### config.mk
export PLATFORM = sky130hd
export DESIGN_NAME = adc083000_ctrl_sif_flat
export DESIGN_NICKNAME = d
export VERILOG_FILES = /design/src/rtl/adc083000_sif_pkg.sv /design/src/rtl/adc083000_ctrl_sif_if.sv /design/src/rtl/adc083000_sif_tick.sv /design/src/rtl/adc083000_ctrl_sif.sv /design/src/flat_wrapper.sv
export SDC_FILE = /design/constraint.sdc
export NUM_CORES = 1
export LEC_CHECK = 0
export ABC_AREA = 1
export CORE_AREA = 2 2 91 58
export DETAILED_ROUTE_END_ITERATION = 12
export DIE_AREA = 0 0 93 60
export GPL_ROUTABILITY_DRIVEN = 0
export HOLD_SLACK_MARGIN = 0.06
export PLACE_DENSITY = 0.77
export REMOVE_ABC_BUFFERS = 1
export SLEW_MARGIN = 20
export SYNTH_ARGS = -nofsm -noshare
export SYNTH_HDL_FRONTEND = slang
export SYNTH_SLANG_ARGS = --single-unit
### constraint.sdc
create_clock -name sys_clk -period 1.9 [get_ports sys_clk]
set_input_delay 0.38 -clock sys_clk [delete_from_list [all_inputs] [get_ports sys_clk]]
set_output_delay 0.38 -clock sys_clk [all_outputs]
set_load 0.02 [all_outputs]
### src/rtl/adc083000_sif_pkg.sv
// Shared constants and FSM state type for the ADC083000 serial control master.
package adc083000_sif_pkg;

  localparam logic [11:0] SIF_HEADER  = 12'h001;
  localparam int          SIF_FRAME_W = 32;

  typedef enum logic [1:0] {
    IDLE,
    SHIFT,
    HOLD,
    GAP
  } sif_state_e;

endpackage

### src/rtl/adc083000_ctrl_sif_if.sv
// Command bus, status and 3-wire serial pins of the ADC083000 control master.
interface adc083000_ctrl_sif_if #(
  parameter int NUM_CS = 2
);

  logic              cmd_valid;
  logic              cmd_ready;
  logic [3:0]        cmd_addr;
  logic [15:0]       cmd_data;
  logic              cmd_cs;
  logic              busy;
  logic              done;
  logic              sif_sclk;
  logic              sif_sdata;
  logic [NUM_CS-1:0] sif_scs_n;

  // Software side: issues commands, observes status and pins.
  modport master (
    output cmd_valid, cmd_addr, cmd_data, cmd_cs,
    input  cmd_ready, busy, done, sif_sclk, sif_sdata, sif_scs_n
  );

  // Block side: accepts commands and drives the serial pins.
  modport slave (
    input  cmd_valid, cmd_addr, cmd_data, cmd_cs,
    output cmd_ready, busy, done, sif_sclk, sif_sdata, sif_scs_n
  );

endinterface

### src/rtl/adc083000_sif_tick.sv
// SCLK half-period divider: one-cycle tick every CLK_DIV cycles, held at
// phase zero while clr is asserted so every frame starts on a clean period.
module adc083000_sif_tick #(
  parameter int CLK_DIV = 4
) (
  input  logic sys_clk,
  input  logic ctrl_reset,
  input  logic clr,
  output logic tick
);

  localparam int            CW   = $clog2(CLK_DIV) + 1;
  localparam logic [CW-1:0] LAST = CW'(CLK_DIV - 1);

  logic [CW-1:0] cnt_q, cnt_d;

  assign tick = !clr && (cnt_q == LAST);

  // Count up, wrap on tick, park at zero while cleared.
  always_comb begin
    cnt_d = cnt_q + 1'b1;
    if (clr || tick) cnt_d = '0;
  end

  // Divider counter register.
  always_ff @(posedge sys_clk or posedge ctrl_reset) begin
    if (ctrl_reset) cnt_q <= '0;
    else            cnt_q <= cnt_d;
  end

endmodule

### src/rtl/adc083000_ctrl_sif.sv
// ADC083000 3-wire configuration master: takes one register write per
// handshake and serialises {header, addr, data} MSB first to one board.
module adc083000_ctrl_sif
  import adc083000_sif_pkg::*;
#(
  parameter int CLK_DIV    = 4,
  parameter int GAP_CYCLES = 8,
  parameter int NUM_CS     = 2
) (
  input logic                 sys_clk,
  input logic                 ctrl_reset,
  adc083000_ctrl_sif_if.slave bus
);

  localparam int            GW       = $clog2(GAP_CYCLES) + 1;
  localparam logic [GW-1:0] GAP_LAST = GW'(GAP_CYCLES - 1);

  sif_state_e             state_q, state_d;
  logic [SIF_FRAME_W-1:0] sr_q, sr_d;
  logic [4:0]             bit_q, bit_d;
  logic                   phase_q, phase_d;   // 0: SCLK low half, 1: high half
  logic                   cs_q, cs_d;
  logic [GW-1:0]          gap_q, gap_d;
  logic                   tick;
  logic                   framing;

  adc083000_sif_tick #(.CLK_DIV(CLK_DIV)) u_tick (
    .sys_clk    (sys_clk),
    .ctrl_reset (ctrl_reset),
    .clr        (state_q == IDLE),
    .tick       (tick)
  );

  // Next-state: latch on handshake, shift on falling half-period boundary.
  always_comb begin
    state_d = state_q;
    sr_d    = sr_q;
    bit_d   = bit_q;
    phase_d = phase_q;
    cs_d    = cs_q;
    gap_d   = gap_q;
    case (state_q)
      IDLE: if (bus.cmd_valid) begin
        state_d = SHIFT;
        sr_d    = {SIF_HEADER, bus.cmd_addr, bus.cmd_data};
        bit_d   = 5'd31;
        phase_d = 1'b0;
        cs_d    = bus.cmd_cs;
      end
      SHIFT: if (tick) begin
        if (!phase_q) begin
          phase_d = 1'b1;
        end else begin
          phase_d = 1'b0;
          // Last bit stays in sr_q[MSB] so HOLD keeps bit 0 on the line.
          if (bit_q == 5'd0) begin
            state_d = HOLD;
          end else begin
            bit_d = bit_q - 5'd1;
            sr_d  = {sr_q[SIF_FRAME_W-2:0], 1'b0};
          end
        end
      end
      HOLD: if (tick) begin
        state_d = GAP;
        gap_d   = '0;
      end
      GAP: begin
        gap_d = gap_q + 1'b1;
        if (gap_q == GAP_LAST) state_d = IDLE;
      end
      default: state_d = IDLE;
    endcase
  end

  // State and datapath registers.
  always_ff @(posedge sys_clk or posedge ctrl_reset) begin
    if (ctrl_reset) begin
      state_q <= IDLE;
      sr_q    <= '0;
      bit_q   <= '0;
      phase_q <= 1'b0;
      cs_q    <= 1'b0;
      gap_q   <= '0;
    end else begin
      state_q <= state_d;
      sr_q    <= sr_d;
      bit_q   <= bit_d;
      phase_q <= phase_d;
      cs_q    <= cs_d;
      gap_q   <= gap_d;
    end
  end

  assign framing = (state_q == SHIFT) || (state_q == HOLD);

  // Outputs decoded from registered state so reset forces them at once.
  always_comb begin
    bus.cmd_ready = (state_q == IDLE);
    bus.busy      = (state_q != IDLE);
    bus.done      = (state_q == GAP) && (gap_q == GAP_LAST);
    bus.sif_sclk  = (state_q == SHIFT) && phase_q;
    bus.sif_sdata = framing && sr_q[SIF_FRAME_W-1];
    bus.sif_scs_n = '1;
    // A select outside 0..NUM_CS-1 matches nothing, so all lines stay high.
    for (int i = 0; i < NUM_CS; i++)
      bus.sif_scs_n[i] = !(framing && (int'(cs_q) == i));
  end

endmodule

### src/flat_wrapper.sv
// flat-port wrapper written by rule: the top's interface ports become plain ports
module adc083000_ctrl_sif_flat import adc083000_sif_pkg::*;
#(
  parameter int CLK_DIV    = 4,
  parameter int GAP_CYCLES = 8,
  parameter int NUM_CS     = 2
)
  (sys_clk, ctrl_reset, bus_cmd_valid, bus_cmd_addr, bus_cmd_data, bus_cmd_cs, bus_cmd_ready, bus_busy, bus_done, bus_sif_sclk, bus_sif_sdata, bus_sif_scs_n);
  adc083000_ctrl_sif_if #(.NUM_CS(NUM_CS)) bus_i ();
  input logic sys_clk;
  input logic ctrl_reset;
  input wire logic [$bits(bus_i.cmd_valid)-1:0] bus_cmd_valid;
  input wire logic [$bits(bus_i.cmd_addr)-1:0] bus_cmd_addr;
  input wire logic [$bits(bus_i.cmd_data)-1:0] bus_cmd_data;
  input wire logic [$bits(bus_i.cmd_cs)-1:0] bus_cmd_cs;
  output wire logic [$bits(bus_i.cmd_ready)-1:0] bus_cmd_ready;
  output wire logic [$bits(bus_i.busy)-1:0] bus_busy;
  output wire logic [$bits(bus_i.done)-1:0] bus_done;
  output wire logic [$bits(bus_i.sif_sclk)-1:0] bus_sif_sclk;
  output wire logic [$bits(bus_i.sif_sdata)-1:0] bus_sif_sdata;
  output wire logic [$bits(bus_i.sif_scs_n)-1:0] bus_sif_scs_n;
  assign bus_i.cmd_valid = bus_cmd_valid;
  assign bus_i.cmd_addr = bus_cmd_addr;
  assign bus_i.cmd_data = bus_cmd_data;
  assign bus_i.cmd_cs = bus_cmd_cs;
  assign bus_cmd_ready = bus_i.cmd_ready;
  assign bus_busy = bus_i.busy;
  assign bus_done = bus_i.done;
  assign bus_sif_sclk = bus_i.sif_sclk;
  assign bus_sif_sdata = bus_i.sif_sdata;
  assign bus_sif_scs_n = bus_i.sif_scs_n;
  adc083000_ctrl_sif #(.CLK_DIV(CLK_DIV), .GAP_CYCLES(GAP_CYCLES), .NUM_CS(NUM_CS)) u_core (.sys_clk(sys_clk), .ctrl_reset(ctrl_reset), .bus(bus_i));
endmodule
**Yosys cells after proc, flatten, opt, wreduce, memory -nomap -nowiden**

Cells that the tools add are included.

- Flip-flop bits (word level): 48
- Output and inout port bits: 7
- Input bits: 24

- Bitwise operators: 1
- Reductions and logical operators: 21
- Eq/ne operators: 12
- Multiplexer cells: 24
- Add/subtract/negate cells: 3

Operator list:

| operator | count |
|---|---|
| $mux 32 | 4 |
| $pmux 32 s2 | 1 |
| $mux 5 | 4 |
| $mux 2 | 6 |
| $pmux 5 s2 | 1 |
| $ne 2x2->1 const B | 4 |
| $pmux 2 s4 | 1 |
| $pmux 4 s2 | 1 |
| $logic_and 1x1->1 | 6 |
| $ne 2x1->1 const B | 3 |
| $reduce_and 6->1 | 1 |
| $reduce_bool 2->1 | 3 |
| $logic_not 5->1 | 1 |
| $reduce_and 5->1 | 1 |
| $sub 5x1->5 const B | 1 |
| $add 4x1->4 const B | 1 |
| $eq 2x2->1 const B | 2 |
| $eq 4x3->1 const B | 1 |
| $mux 4 | 1 |
| $reduce_and 2->1 | 2 |
| $add 3x1->3 const B | 1 |
| $eq 3x2->1 const B | 1 |
| $logic_not 1->1 | 3 |
| $mux 1 | 3 |
| 7 further kinds | 8 |

**Depth between registers and ports, before layout**

- Depth after elaboration: 5
- Gate-level depth with buffers: 10

**Hierarchy**

Synthesis repeated with hierarchy kept, for this count alone.

- Cells, all modules: 330
- Area total of the unflattened synthesis: 2498.6 um2

By module, submodules not included:

| module | cells an instance | sequential area each (um2) | times used | area each (um2) |
|---|---|---|---|---|
| adc083000_ctrl_sif | 315 | 1126.1 | 1 | 2358.5 |
| adc083000_sif_tick | 15 | 75.1 | 1 | 140.1 |

**Least setup slack after synthesis**

OpenSTA, ideal clock, no wires.

- Path kind: register to register
- From: reg u_core.state_q[0]
- To: reg u_core.sr_q[10]
- Arrival: 1644 ps
- Path buffers: 2
- Setup time: 120 ps
- Cell stages (with the launch flop): 11
- Setup slack: 136 ps
- Period minus slack after synthesis: 1764 ps
- Path through: dfrtp_1 inv_1 ha_1 inv_2 nand2_2 nand2_2 nand4_4 buf_6 buf_6 o21ai_1 nand2_1

- Word-level cells in the longest chain between the ends: 5
- Elaborated cells on any way between the ends: 11
- Those cells by class: eq/ne (5); mux (1); reduce/logical (5)

Ends and longest elaborated chain:

| what | line | RTL |
|---|---|---|
| start: declaration | adc083000_ctrl_sif.sv:18 | `sif_state_e state_q, state_d;` |
| start signal: assignment | adc083000_ctrl_sif.sv:86 | `state_q <= state_d;` |
| $logic_not 2->1 (*) | -- |  |
| via bus_cmd_ready | flat_wrapper.sv:16 | `output wire logic [$bits(bus_i.cmd_ready)-1:0] bus_cmd_ready;` |
| $logic_not 1->1 | adc083000_sif_tick.sv:17 | `assign tick = !clr && (cnt_q == LAST);` |
| $logic_and 1x1->1 | adc083000_sif_tick.sv:17 |  |
| $ne 2x2->1 (no line) | -- |  |
| $reduce_and 5->1 (no line) | -- |  |
| end signal: assignment | adc083000_ctrl_sif.sv:87 | `sr_q <= sr_d;` |
| end: declaration | adc083000_ctrl_sif.sv:19 | `logic [SIF_FRAME_W-1:0] sr_q, sr_d;` |

Mark *: on every way through the listed nets, which the timed path passes. The rest lies on a longest branch.
A chain may end at the register's enable or synchronous reset.

**Worst setup path in the final report**

- From: reg u_core.state_q[1]
- To: out bus_sif_sdata

- Word-level cells in the longest chain between the ends: 3
- Elaborated cells on any way between the ends: 4
- Those cells by class: eq/ne (2); reduce/logical (2)

Ends and longest elaborated chain:

| what | line | RTL |
|---|---|---|
| $eq 2x1->1 or $eq 2x2->1 (tied branches) | adc083000_ctrl_sif.sv:95 | `assign framing = (state_q == SHIFT) \|\| (state_q == HOLD);` |
| $logic_or 1x1->1 (*) | adc083000_ctrl_sif.sv:95 |  |
| $logic_and 1x1->1 (*) | adc083000_ctrl_sif.sv:103 | `bus.sif_sdata = framing && sr_q[SIF_FRAME_W-1];` |
| end: declaration | flat_wrapper.sv:20 | `output wire logic [$bits(bus_i.sif_sdata)-1:0] bus_sif_sdata;` |

Every way passes the cells marked *; elsewhere a longest branch is shown, timed or not.

==> metrics.md <==
| Metric | Value |
|---|---|
| Setup WS pre-CTS | `-0.0265 ns` |
| Crit share post-route | `95.5%` |
| Post-synth EDFFs | `0` |
| Commonest non-fill, non-tap cell in the layout | `nand2_1` |
| Clk_lat worst skew | `0.30 ns` |
| Crit path launch type | `flop` |
| Deepest clock path buffer count | `2` |
| IO Count | `31` |
| Hold slack final | `0.419 ns` |
| Final ANT Viol Nets | `0` |
| Share of cells above drive strength 1 | `15.2%` |
| CP Buf/Inv Count | `3` |
| Die Y | `60 um` |
| Maxcap violations | `0` |
| DRC violations left | `0` |
| Grt ovf | `0` |
| Slew Viols, Final | `0` |
| Sequential-to-total area share from yosys stat | `47.9%` |
| Placed Instance Area | `0.00295 mm2` |
| Status | `finished, final reports clean` |
| TritonCTS buffer count | `5` |
| # nets final | `407` |
| Initial DRC count | `165` |
| Final Hold Fails | `0` |
| Critical path endpoint category | `output port` |
| Min Clock Period, post-route | `1.81 ns` |
| Floorplan core area | `0.00480 mm2` |
| Vias per cell | `5.07` |
| WS Path Type | `reg2out` |
| Vias | `2,232` |
| Initial Util | `52.2%` |
| Worst EP required | `1.52 ns` |
| Slew at the pin with the worst max-slew slack | `0.568 ns` |
| Fill count | `433` |
| CP Capture Point | `bus_sif_sdata` |
| Mapped Avg Cell Area | `7.74 um2` |
| Initial antenna violation count | `0` |
| Max VDD drop | `0.000662 V` |
| Post-layout util | `64.9%` |
| Commonest non-fill, non-tap cells in the layout | `nand2_1 (155), dfrtp_1 (47), buf_4 (24)` |
| Yosys reg bits | `48` |
| Post-route design area | `0.00312 mm2` |
| Antenna fix cells | `0` |
| Pin count of the biggest net entering global routing | `49` |
| H-tree levels | `2` |
| Crit. path cell count | `5` |
| Asr flop ratio synth | `100%` |
| Port buffer count | `30` |
| Pwr dens | `1610 mW/mm2` |
| Average wire per standard cell | `12.7 um` |
| Clk root buf | `clkbuf_8` |
| Slowest-stage cell, CP | `dfrtp_1` |
| Non-filler cells, final | `440` |
| Num rows | `20` |
| Drt total wl | `5.59 mm` |
| Largest delay share family, worst path | `buffers and inverters` |
| Pre-antenna DRT Iters | `4` |
| Hold_buf cts | `0` |
| CP max FO | `4` |
| Clk slew on worst S/H paths | `0.08 ns` |
| RSZ-0062 raised after global routing | `no` |
| Die area | `0.00558 mm2` |
| Mapped Cells | `324` |
| Synth Warn # | `0` |
| Final setup violation count | `0` |
| Post-synth top area cell | `dfrtp_1` |
| Hold Crit Class | `in2async` |
| Vias in the first global route | `2,044` |
| Crit path launch | `u_core.state_q[1]$_DFFE_PP0P_` |
| Clock sinks | `48` |
| Area grow syn2layout | `24.4%` |
| LEAKAGE | `1.65 nW` |
| Main synth FF type | `dfrtp_1` |
| R2R depth | `6` |
| Final Skew | `0.00547 ns` |
| Synth unique cells | `25` |
| CP cell instances | `inv_1 -> ha_4 -> nand2_1 -> inv_1 -> clkdlybuf4s15_2` |
| CP most frequent cell | `inv_1` |
| Main area contributors after synthesis | `dfrtp_1 (48%), nand2_1 (23%), ha_1 (4.5%), o21ai_0 (4.0%), o21ai_1 (4.0%)` |
| CTS tree | `built` |
| Die width | `93 um` |
| Pwr Total | `5.01 mW` |
| Reg2Reg Setup Slack | `0.14 ns` |
| First-pass GRT wire length | `9.26 mm` |
| R2r startpoint | `u_core.bit_q[0]$_DFFE_PP0P_` |
| Total GRT Usage | `21.3%` |
| Placed cells | `425` |
| Post-Syn Area | `0.00251 mm2` |
| Post-synth top area share | `47.9%` |
| Worst setup margin | `0.0861 ns` |
| Fin Setup TNS | `0 ns` |
| Max-Slew Margin vs Limit | `62.1%` |
| Max incr delay on CP | `0.38 ns` |
| WP data arrival | `1.43 ns` |
| Max Fclk | `551 MHz` |
| Reg-to-Reg End | `u_core.sr_q[0]$_DFFE_PP0P_` |
| Post-DP HPWL | `3.72 mm` |
-- cell families (layout without fill, tap and decap cells) --
| kind of cell | Yosys count | after routing | synth area share [%] |
|---|---|---|---|
| AO/OA/AOI/OAI | 48 | 48 | 9.84 |
| buffers and inverters | 34 | 82 | 6.99 |
| adder cells (fa/ha/maj) | 9 | 9 | 4.49 |
| flip-flops | 48 | 48 | 47.9 |
| AND/OR/NAND/NOR | 185 | 187 | 30.8 |
-- synth_stat cells (3+ instances only) --
cell	n
o21ai_0	20
clkbuf_1	5
nor2_1	8
o21ai_1	20
nand2_1	155
nand4_1	3
clkbuf_2	3
ha_1	9
dfrtp_1	48
nand3_1	8
buf_6	4
inv_1	17
or2_2	4
a21oi_1	6
-- metal layers --
metal  track usage (%)  part of all wire (%)
met2              32.2                    44
met3              3.78                   6.0
met4              4.62                  0.55
met1              32.3                    49
met5                 0                     0
-- registers in the layout (all words and copies together), names as in the netlist --
name                 count
u_core.sr_q             32
u_core.cs_q              1
u_core.bit_q             5
u_core.state_q           2
u_core.u_tick.cnt_q      3
u_core.gap_q             4
u_core.phase_q           1
-- timing repair --
action / CTS / global route
endpoints found under the setup margin: 28 / 43
resized for setup: 13 / 11
pin swaps: 0 / 1
buffers inserted: 0 / 6
cloned: 0 / 2
-- tightest hold or removal path: cells and delay by family --
| kind | cells | cell delay (ns) |
|---|---|---|
| buffers and inverters | 3 | 0.72 |
-- how the worst min path moves through the flow --
stage                                       endpoint  slack [ns]  depth (start not counted)
finish                   u_core.sr_q[28]$_DFFE_PP0P_        0.42                          3
global route        u_core.u_tick.cnt_q[0]$_DFF_PP0_        0.45                          1
CTS                      u_core.sr_q[24]$_DFFE_PP0P_        0.44                          3
detailed placement  u_core.u_tick.cnt_q[0]$_DFF_PP0_        0.43                          1
global placement    u_core.u_tick.cnt_q[0]$_DFF_PP0_        0.42                          1
floorplan           u_core.u_tick.cnt_q[0]$_DFF_PP0_        0.41                          1
-- area by class of cell --
cell class              count  area [um2]  area share (%)
multi-input cells         244        1180            37.7
well taps                  66        82.6            2.65
inverters                  19        76.3            2.45
repair buffers             56         502            16.1
clock inverters             1        5.00           0.161
flip-flops and latches     48        1200            38.6
clock buffers               6        72.6            2.33
-- where the power goes --
group	switching (mW)	internal [mW]
Sequential	0.221	1.42
Combinational	1.68	1.12
Clock	0.320	0.251
Total	2.22	2.79
No activity file was read; power rests on OpenSTA's default activity.
